File: src/rtl/mips_pkg.sv
// Shared encodings for the multicycle MIPS control path: opcodes, funcs, ALU ops, mux selects, FSM states.
// Latency: none (constants and types only).
// Backpressure: none.
package mips_pkg;

  // Primary opcodes (IR[31:26])
  localparam logic [5:0] OP_RTYPE = 6'h00;
  localparam logic [5:0] OP_J     = 6'h02;
  localparam logic [5:0] OP_JAL   = 6'h03;
  localparam logic [5:0] OP_BEQ   = 6'h04;
  localparam logic [5:0] OP_BNE   = 6'h05;
  localparam logic [5:0] OP_ADDI  = 6'h08;
  localparam logic [5:0] OP_SLTI  = 6'h0A;
  localparam logic [5:0] OP_LW    = 6'h23;
  localparam logic [5:0] OP_SW    = 6'h2B;

  // R-type function codes (IR[5:0])
  localparam logic [5:0] FN_JR    = 6'h08;
  localparam logic [5:0] FN_ADD   = 6'h20;
  localparam logic [5:0] FN_SUB   = 6'h22;
  localparam logic [5:0] FN_AND   = 6'h24;
  localparam logic [5:0] FN_OR    = 6'h25;
  localparam logic [5:0] FN_SLT   = 6'h2A;

  // ALU operation codes
  localparam logic [4:0] ALU_ADD  = 5'd0;
  localparam logic [4:0] ALU_SUB  = 5'd1;
  localparam logic [4:0] ALU_AND  = 5'd2;
  localparam logic [4:0] ALU_OR   = 5'd3;
  localparam logic [4:0] ALU_SLT  = 5'd4;

  // Datapath mux selects
  localparam logic [1:0] REGDST_RT   = 2'b00;
  localparam logic [1:0] REGDST_RD   = 2'b01;
  localparam logic [1:0] REGDST_RA   = 2'b10;
  localparam logic [1:0] M2R_ALUOUT  = 2'b00;
  localparam logic [1:0] M2R_MDR     = 2'b01;
  localparam logic [1:0] M2R_PC      = 2'b10;
  localparam logic [1:0] SRCB_B      = 2'b00;
  localparam logic [1:0] SRCB_FOUR   = 2'b01;
  localparam logic [1:0] SRCB_IMM    = 2'b10;
  localparam logic [1:0] SRCB_IMM_SH = 2'b11;
  localparam logic [1:0] PCSRC_ALU   = 2'b00;
  localparam logic [1:0] PCSRC_ALUOUT= 2'b01;
  localparam logic [1:0] PCSRC_JUMP  = 2'b10;
  localparam logic [1:0] PCSRC_A     = 2'b11;

  // Control FSM states; all 16 codes of the 4-bit encoding are in use
  typedef enum logic [3:0] {
    S_RESET  = 4'd0,
    S_FETCH  = 4'd1,
    S_DECODE = 4'd2,
    S_MEMADR = 4'd3,
    S_MEMRD  = 4'd4,
    S_MEMWB  = 4'd5,
    S_MEMWR  = 4'd6,
    S_EXEC   = 4'd7,
    S_RWB    = 4'd8,
    S_IEXEC  = 4'd9,
    S_IWB    = 4'd10,
    S_BEQ    = 4'd11,
    S_BNE    = 4'd12,
    S_JUMP   = 4'd13,
    S_JAL    = 4'd14,
    S_JR     = 4'd15
  } state_e;

endpackage

File: src/rtl/alu_cntrl.sv
// R-type func decode to ALU operation, with a legal flag for the supported arithmetic funcs.
// Latency: combinational.
// Backpressure: none.
module alu_cntrl
  import mips_pkg::*;
#(
  parameter int ALUOP_W  = 5,
  parameter int OPCODE_W = 6
) (
  input  logic [OPCODE_W-1:0] func,
  output logic [ALUOP_W-1:0]  alu_operation,
  output logic                legal
);

  // Map the arithmetic func codes; jr is not an ALU op and is handled by the FSM
  always_comb begin
    alu_operation = ALU_ADD;
    legal         = 1'b1;
    case (func)
      FN_ADD:  alu_operation = ALU_ADD;
      FN_SUB:  alu_operation = ALU_SUB;
      FN_AND:  alu_operation = ALU_AND;
      FN_OR:   alu_operation = ALU_OR;
      FN_SLT:  alu_operation = ALU_SLT;
      default: legal         = 1'b0;
    endcase
  end

endmodule

File: src/rtl/multicycle_cntrl.sv
// Moore control FSM for the multicycle MIPS datapath (shared I/D memory, IR, A/B/ALUOut).
// Latency: lw 5, sw/R/addi/slti 4, beq/bne/j/jal/jr 3 cycles from FETCH to instr_done.
// Backpressure: FETCH, MEMRD and MEMWR hold while mem_ready is low, one extra cycle per stalled cycle.
module multicycle_cntrl
  import mips_pkg::*;
#(
  parameter int ALUOP_W  = 5,
  parameter int OPCODE_W = 6
) (
  input  logic                clk,
  input  logic                rst,
  input  logic [OPCODE_W-1:0] opcode,
  input  logic [OPCODE_W-1:0] func,
  input  logic                zero,
  input  logic                mem_ready,
  output logic                pc_write,
  output logic                branch,
  output logic                branch_ne,
  output logic                iord,
  output logic                mem_read,
  output logic                mem_write,
  output logic                ir_write,
  output logic [1:0]          reg_dst,
  output logic [1:0]          mem_to_reg,
  output logic                reg_write,
  output logic                alu_src_a,
  output logic [1:0]          alu_src_b,
  output logic [1:0]          pc_src,
  output logic [ALUOP_W-1:0]  alu_operation,
  output logic                instr_done,
  output logic                illegal
);

  state_e state_q, state_d;

  logic [ALUOP_W-1:0] rfunc_op;
  logic               rfunc_legal;

  // The zero flag gates the PC enable inside the datapath; the FSM only raises branch/branch_ne
  logic unused_zero;
  assign unused_zero = zero;

  alu_cntrl #(
    .ALUOP_W  (ALUOP_W),
    .OPCODE_W (OPCODE_W)
  ) u_alu_cntrl (
    .func          (func),
    .alu_operation (rfunc_op),
    .legal         (rfunc_legal)
  );

  // State register; reset aborts any instruction in flight and parks in RESET
  always_ff @(posedge clk or negedge rst) begin
    if (!rst) state_q <= S_RESET;
    else      state_q <= state_d;
  end

  // Next state and per-state controls; every output defaults to 0 (RESET drives nothing)
  always_comb begin
    state_d       = state_q;
    pc_write      = 1'b0;
    branch        = 1'b0;
    branch_ne     = 1'b0;
    iord          = 1'b0;
    mem_read      = 1'b0;
    mem_write     = 1'b0;
    ir_write      = 1'b0;
    reg_dst       = REGDST_RT;
    mem_to_reg    = M2R_ALUOUT;
    reg_write     = 1'b0;
    alu_src_a     = 1'b0;
    alu_src_b     = SRCB_B;
    pc_src        = PCSRC_ALU;
    alu_operation = ALU_ADD;
    instr_done    = 1'b0;
    illegal       = 1'b0;

    case (state_q)
      S_RESET: state_d = S_FETCH;

      S_FETCH: begin
        // PC+4 is computed alongside the instruction read and latched when it completes
        mem_read  = 1'b1;
        alu_src_b = SRCB_FOUR;
        if (mem_ready) begin
          ir_write = 1'b1;
          pc_write = 1'b1;
          state_d  = S_DECODE;
        end
      end

      S_DECODE: begin
        // Branch target is precomputed into ALUOut while the opcode is decoded
        alu_src_b = SRCB_IMM_SH;
        case (opcode)
          OP_LW, OP_SW:     state_d = S_MEMADR;
          OP_ADDI, OP_SLTI: state_d = S_IEXEC;
          OP_BEQ:           state_d = S_BEQ;
          OP_BNE:           state_d = S_BNE;
          OP_J:             state_d = S_JUMP;
          OP_JAL:           state_d = S_JAL;
          OP_RTYPE: begin
            if (func == FN_JR)    state_d = S_JR;
            else if (rfunc_legal) state_d = S_EXEC;
            else begin
              illegal = 1'b1;
              state_d = S_FETCH;
            end
          end
          default: begin
            illegal = 1'b1;
            state_d = S_FETCH;
          end
        endcase
      end

      S_MEMADR: begin
        alu_src_a = 1'b1;
        alu_src_b = SRCB_IMM;
        state_d   = (opcode == OP_SW) ? S_MEMWR : S_MEMRD;
      end

      S_MEMRD: begin
        iord     = 1'b1;
        mem_read = 1'b1;
        if (mem_ready) state_d = S_MEMWB;
      end

      S_MEMWB: begin
        mem_to_reg = M2R_MDR;
        reg_write  = 1'b1;
        instr_done = 1'b1;
        state_d    = S_FETCH;
      end

      S_MEMWR: begin
        // The store is complete in the cycle memory accepts it
        iord      = 1'b1;
        mem_write = 1'b1;
        if (mem_ready) begin
          instr_done = 1'b1;
          state_d    = S_FETCH;
        end
      end

      S_EXEC: begin
        alu_src_a     = 1'b1;
        alu_operation = rfunc_op;
        state_d       = S_RWB;
      end

      S_RWB: begin
        reg_dst    = REGDST_RD;
        reg_write  = 1'b1;
        instr_done = 1'b1;
        state_d    = S_FETCH;
      end

      S_IEXEC: begin
        alu_src_a     = 1'b1;
        alu_src_b     = SRCB_IMM;
        alu_operation = (opcode == OP_SLTI) ? ALU_SLT : ALU_ADD;
        state_d       = S_IWB;
      end

      S_IWB: begin
        reg_write  = 1'b1;
        instr_done = 1'b1;
        state_d    = S_FETCH;
      end

      S_BEQ, S_BNE: begin
        alu_src_a     = 1'b1;
        alu_operation = ALU_SUB;
        pc_src        = PCSRC_ALUOUT;
        branch        = (state_q == S_BEQ);
        branch_ne     = (state_q == S_BNE);
        instr_done    = 1'b1;
        state_d       = S_FETCH;
      end

      S_JUMP: begin
        pc_src     = PCSRC_JUMP;
        pc_write   = 1'b1;
        instr_done = 1'b1;
        state_d    = S_FETCH;
      end

      S_JAL: begin
        // Link writes the already-incremented PC into $31 alongside the jump
        pc_src     = PCSRC_JUMP;
        pc_write   = 1'b1;
        reg_dst    = REGDST_RA;
        mem_to_reg = M2R_PC;
        reg_write  = 1'b1;
        instr_done = 1'b1;
        state_d    = S_FETCH;
      end

      S_JR: begin
        pc_src     = PCSRC_A;
        pc_write   = 1'b1;
        instr_done = 1'b1;
        state_d    = S_FETCH;
      end

      default: state_d = S_FETCH;
    endcase
  end

endmodule

File: config.mk
export PLATFORM = sky130hd
export DESIGN_NAME = multicycle_cntrl
export DESIGN_NICKNAME = d
export VERILOG_FILES = /design/src/rtl/mips_pkg.sv /design/src/rtl/alu_cntrl.sv /design/src/rtl/multicycle_cntrl.sv
export SDC_FILE = /design/constraint.sdc
export NUM_CORES = 1
export LEC_CHECK = 0
export ABC_AREA = 0
export BUFFER_PORTS_ARGS = -buffer_cell sky130_fd_sc_hd__buf_2
export CORE_MARGIN = 2
export CORE_UTILIZATION = 35
export DETAILED_ROUTE_END_ITERATION = 12
export HOLD_SLACK_MARGIN = 0.08
export PLACE_DENSITY = 0.61
export SYNTH_ARGS = -nofsm -noshare
export SYNTH_HDL_FRONTEND = slang
export SYNTH_SLANG_ARGS = --single-unit
File: constraint.sdc
create_clock -name clk -period 2.1 [get_ports clk]
set_input_delay 0.42 -clock clk [delete_from_list [all_inputs] [get_ports clk]]
set_output_delay 0.42 -clock clk [all_outputs]
set_load 0.02 [all_outputs]
[Word-level counts from Yosys, hierarchy flattened]
Index checks and enable logic that the tools add are counted.
Storage, ports and cells
  register bits after elaboration: 4
  logic and storage cells: 81
  input bits: 16
  output and inout port bits: 24
Operators by class
  muxes and demuxes: 31
  equality and inequality tests: 32
  reduce and logical (&&, ||, !) cells: 17
Operators by type and width (number)
  $eq A6 B6 Y1 const B: 7
  $eq A4 B4 Y1 const B: 8
  $pmux W4 S8: 1
  $pmux W4 S7: 1
  $eq A6 B4 Y1 const B: 3
  $eq A4 B3 Y1 const B: 4
  $mux W4: 4
  $reduce_or A8 Y1: 2
  $pmux W5 S3: 1
  $reduce_or A2 Y1: 7
  $mux W1: 13
  $eq A6 B2 Y1 const B: 2
  $eq A6 B3 Y1 const B: 2
  $pmux W2 S3: 2
  $pmux W3 S4: 1
  $reduce_or A5 Y1: 2
  $reduce_or A9 Y1: 1
  $eq A4 B2 Y1 const B: 2
  $pmux W2 S2: 2
  $logic_not A6 Y1: 1
  $mux W3: 2
  $ne A2 B2 Y1 const B: 3
  $pmux W1 S2: 3
  $eq A4 B1 Y1 const B: 1
  5 further kinds: 5

[Depth between registers and ports, before layout]
  depth in word-level cells: 7
  mapped depth: 6
  gate-level depth less buffers: 5

[Cells and area by module]
A second synthesis with hierarchy kept.
Second synthesis, totals
  cells, all modules: 136
  area total of the unflattened synthesis: 962.2 um2
Modules (own cells, without submodules)
  multicycle_cntrl: cells each 123, sequential area each 100.1 um2, area each 859.6 um2, times used 1
  alu_cntrl: cells each 13, sequential area each 0.0 um2, area each 102.6 um2, times used 1

[Worst setup path after synthesis]
OpenSTA, ideal clock, no wires.
  path kind: in2out
  from: input func[5]
  to: output illegal
  required time: 1.680 ns
  data arrival time: 1.515 ns
  stages on the path: 4
  path buffers: 0
  setup slack: 0.165 ns
  cell sequence: nor2b_1 > a211oi_1 > o41ai_1 > nor3b_1
Between the ends
  cells in the longest elaborated chain, start to end: 7
  elaborated cells on any way between the ends: 12
  classes of those cells: 6 x eq/ne; 5 x mux; 1 x reduce/logical
Ends and longest elaborated chain
  start, declared: line multicycle_cntrl.sv:13  | input logic [OPCODE_W-1:0] func,
  $eq A6 B6 Y1: line alu_cntrl.sv:19  | case (func)
  $reduce_or A5 Y1 (no line)
  $mux W1: line alu_cntrl.sv:19
  $mux W1: line multicycle_cntrl.sv:104  | else if (rfunc_legal) state_d = S_EXEC;
  $mux W1 (*): line multicycle_cntrl.sv:103  | if (func == FN_JR) state_d = S_JR;
  $pmux W1 S2 (*): line multicycle_cntrl.sv:95  | case (opcode)
  $mux W1 (*): line multicycle_cntrl.sv:78  | case (state_q)
  end, declared: line multicycle_cntrl.sv:31  | output logic illegal
Mark *: on every way between the ends. The rest lies on a longest branch, timed or not.

[Worst setup path in the final report]
Ends and elaborated chain as after synthesis.

==> impl_summary.log <==
[metrics] vias in the first global route: 941
[metrics] Detailed Place HPWL: 1.84 mm
[metrics] wire per inst: 12.2 um
[metrics] run status: completed
[metrics] floorplan die area: 0.00263 mm^2
[metrics] netlist area before placement: 783 um^2
[metrics] Clock Tree Root: clkbuf_4
[metrics] synth warn: 0
[metrics] pin count of the biggest net entering global routing: 17
[metrics] routed wl met2: 1.22 mm
[metrics] Final Skew: 0.00112 ns
[metrics] DR vias/cell: 5.28
[metrics] maximum fanout along the worst path: 3
[metrics] post-route met1 wirelength: 1.04 mm
[metrics] Core Area: 0.00217 mm^2
[metrics] TritonCTS clock tree: built
[metrics] Detail Route met3 WL: 106 um
[metrics] max incr delay on CP: 0.28 ns
[metrics] Initial DRT Pass Iterations: 4
[metrics] row count: 17
[metrics] non-filler instance count after layout: 194
[metrics] path category of the worst min-delay check: in -> async
[metrics] max FFs per register: 4
[metrics] Area growth, synth to finish: 44.4%
[metrics] logic depth of the worst register-to-register path: 5
[metrics] largest registers: state_q (4)
[metrics] maximum root-to-sink buffer count: 2
[metrics] crit path launch type: primary input
[metrics] kind of critical path: in -> out
[metrics] routability congestion estimate: 0.841
[metrics] highest achievable clock rate: 485 MHz
[metrics] # clock sinks: 4
[metrics] hold violation count in the final report: 0
[metrics] ports placed on the boundary: 40
[metrics] r2r startpoint: state_q[0]
[metrics] portion of the post-synthesis area used by sequential elements: 12.8%
[metrics] chip height: 51.3 um
[metrics] commonest cells after routing, fill and taps aside: buf_2 (36), nor2_1 (17), nand2_1 (14), buf_4 (13)
[metrics] residual antenna-violating net count after detailed routing: 0
[metrics] most common cell after layout, fill and taps aside: buf_2
[metrics] fraction of registers with async set or reset after synthesis: 100%
[metrics] Reg with most FFs: state_q
[metrics] Yosys cell types: 48
[metrics] clock slew seen by the registers of the worst setup and hold paths: 0.03 ns
[metrics] source of the critical timing path: func[5]
[metrics] shortest period the worst path allows: 2.06 ns
[metrics] NumNets Final: 184
[metrics] Post-route DRC: 0
[metrics] leading register cell type out of synthesis: dfrtp_1
[metrics] initial core utilization: 36.1%
[metrics] highest metal layer with signal wires: met3
[metrics] Data required, critical path: 1.68 ns
[metrics] slowest library cell on the worst path: a211oi_2
[metrics] number of max-slew violations in the final report: 0
[metrics] gate count of the mapped netlist: 121
[metrics] Syn Area/Cell: 6.47 um^2
[metrics] setup violators final: 0
[metrics] Critical Path Sink Type: primary output
[metrics] number of max-cap violations: 0
[metrics] crit-path cells: buf_2 -> nor2b_2 -> a211oi_2 -> o41ai_2 -> buf_4 -> nor3b_1 -> buf_2
[metrics] GRT Residual Overflow: 0
[metrics] wire length of the first global-routing pass: 3.84 mm
[metrics] design area: 0.00113 mm^2
[metrics] DR iter-0 viols: 21
[metrics] total number of vias: 1,024
[metrics] proportion of layout cells with a drive suffix above 1: 43.4%
[metrics] total clock buffers created by CTS: 3
[metrics] total power: 1.10 mW
[metrics] most prevalent standard cell on the critical path: buf_2
[metrics] diode insertion count for antenna repair: 0
[metrics] total of flip-flops plus latches after synthesis: 4
[metrics] clock insertion delay at the later pin of the skew report: 0.23 ns
[metrics] endpoint arrival time on the critical path: 1.64 ns
[metrics] dpl cells: 187
[metrics] worst vdd ir: 805 uV
[metrics] P per Cell Area: 969 mW/mm^2
[metrics] r2r endpoint: state_q[1]
[metrics] initial antenna violation count: 0
[metrics] GRT Resource Usage Total: 18.7%
[metrics] buffers added on ports: 36
[metrics] share of the clock period used by the worst path: 98.1%
[metrics] end point of the critical path: illegal
[metrics] Chip Width: 51.3 um
[metrics] aggregate routed wire length: 2.36 mm
[metrics] minimum setup slack among reg-to-reg paths: 0.77 ns
[metrics] CTS HTree Levels: 1
[metrics] cell area after placement: 0.00103 mm^2
[metrics] Static Leakage: 0.554 nW
[metrics] number of enable flip-flop cells after synthesis: 0
[cells in the mapped netlist, drive strengths merged (2+ instances only)]
cell	instances	share of area, %
a21oi	9	6.2
and3	2	2.2
buf	6	4.6
clkbuf	3	1.4
dfrtp	4	13
inv	4	1.9
nand2	14	6.7
nand2b	5	4.0
nand3	2	1.9
nor2	17	8.1
nor2b	8	7.3
nor3	5	3.2
nor3b	5	5.4
nor4	2	1.6
o211ai	2	1.9
o21a	2	1.9
o21ai	9	5.8
[cell type report]
| class | instances | area, um^2 |
|---|---|---|
| fillers | 243 | 1040 |
| repair buffers | 50 | 288 |
| clock buffers | 3 | 22.5 |
| well taps | 28 | 35.0 |
| flip-flops and latches | 4 | 104 |
| multi-input cells | 105 | 667 |
| inverters | 4 | 15.0 |
[worst min path at each step]
stage	startpoint	to	slack, ns	cells past startpoint
floorplan	rst	state_q[0]	0.12	0
global route	rst	state_q[1]	0.51	2
detailed placement	rst	state_q[3]	0.22	1
finish	rst	state_q[1]	0.52	2
global placement	rst	state_q[1]	0.22	1
CTS	rst	state_q[0]	0.51	2
[cells by family (layout without fill, tap and decap cells)]
logic type | count (synthesis) | after routing | share of synthesized area (%)
flops | 4 | 4 | 12.8
buf+inv | 13 | 57 | 7.99
compound gates | 37 | 37 | 32.4
other cells | 1 | 2 | 0.479
xor+xnor | 1 | 1 | 1.12
simple gates | 65 | 65 | 45.2
[through the flow]
stage / worst slack [ns] / setup TNS, ns / util (%) / hold slack (ns)
after global placement: 0.0208 / 0 / 47.5 / 0.224
after floorplan: 0.165 / 0 / - / 0.124
after CTS: 0.00162 / 0 / 49.7 / 0.508
after detailed placement: -0.0532 / -0.0532 / 47.5 / 0.225
after global routing: -0.00316 / -0.00316 / 52.1 / 0.514
final: 0.0397 / 0 / 52.1 / 0.523
[report_power, final]
group          internal (mW)  switching [mW]  total, mW
Combinational          0.334           0.483      0.817
Sequential             0.113          0.0751      0.188
Clock                 0.0636          0.0275     0.0912
Total                  0.510           0.586       1.10
[metal layers]
layer	global-route usage [%]	up-vias
li1	-	526
met1	21.3	471
met2	34.2	27
met3	3.22	0
met4	7.46	0
met5	0	-
[what timing repair did]
| item | in CTS | in global routing |
|---|---|---|
| gates resized for setup | 4 | 9 |
| buffers inserted | 0 | 3 |
| hold endpoints to repair | 4 | 0 |
| setup endpoints to repair | 2 | 5 |
| hold buffers | 1 | 0 |
[worst max-delay path, delay by kind of cell]
kind	cells	cell delay, ns
buffers and inverters	3	0.45
AO/OA/AOI/OAI	2	0.41
AND/OR/NAND/NOR	2	0.36
(Power assumes the default switching activity.)
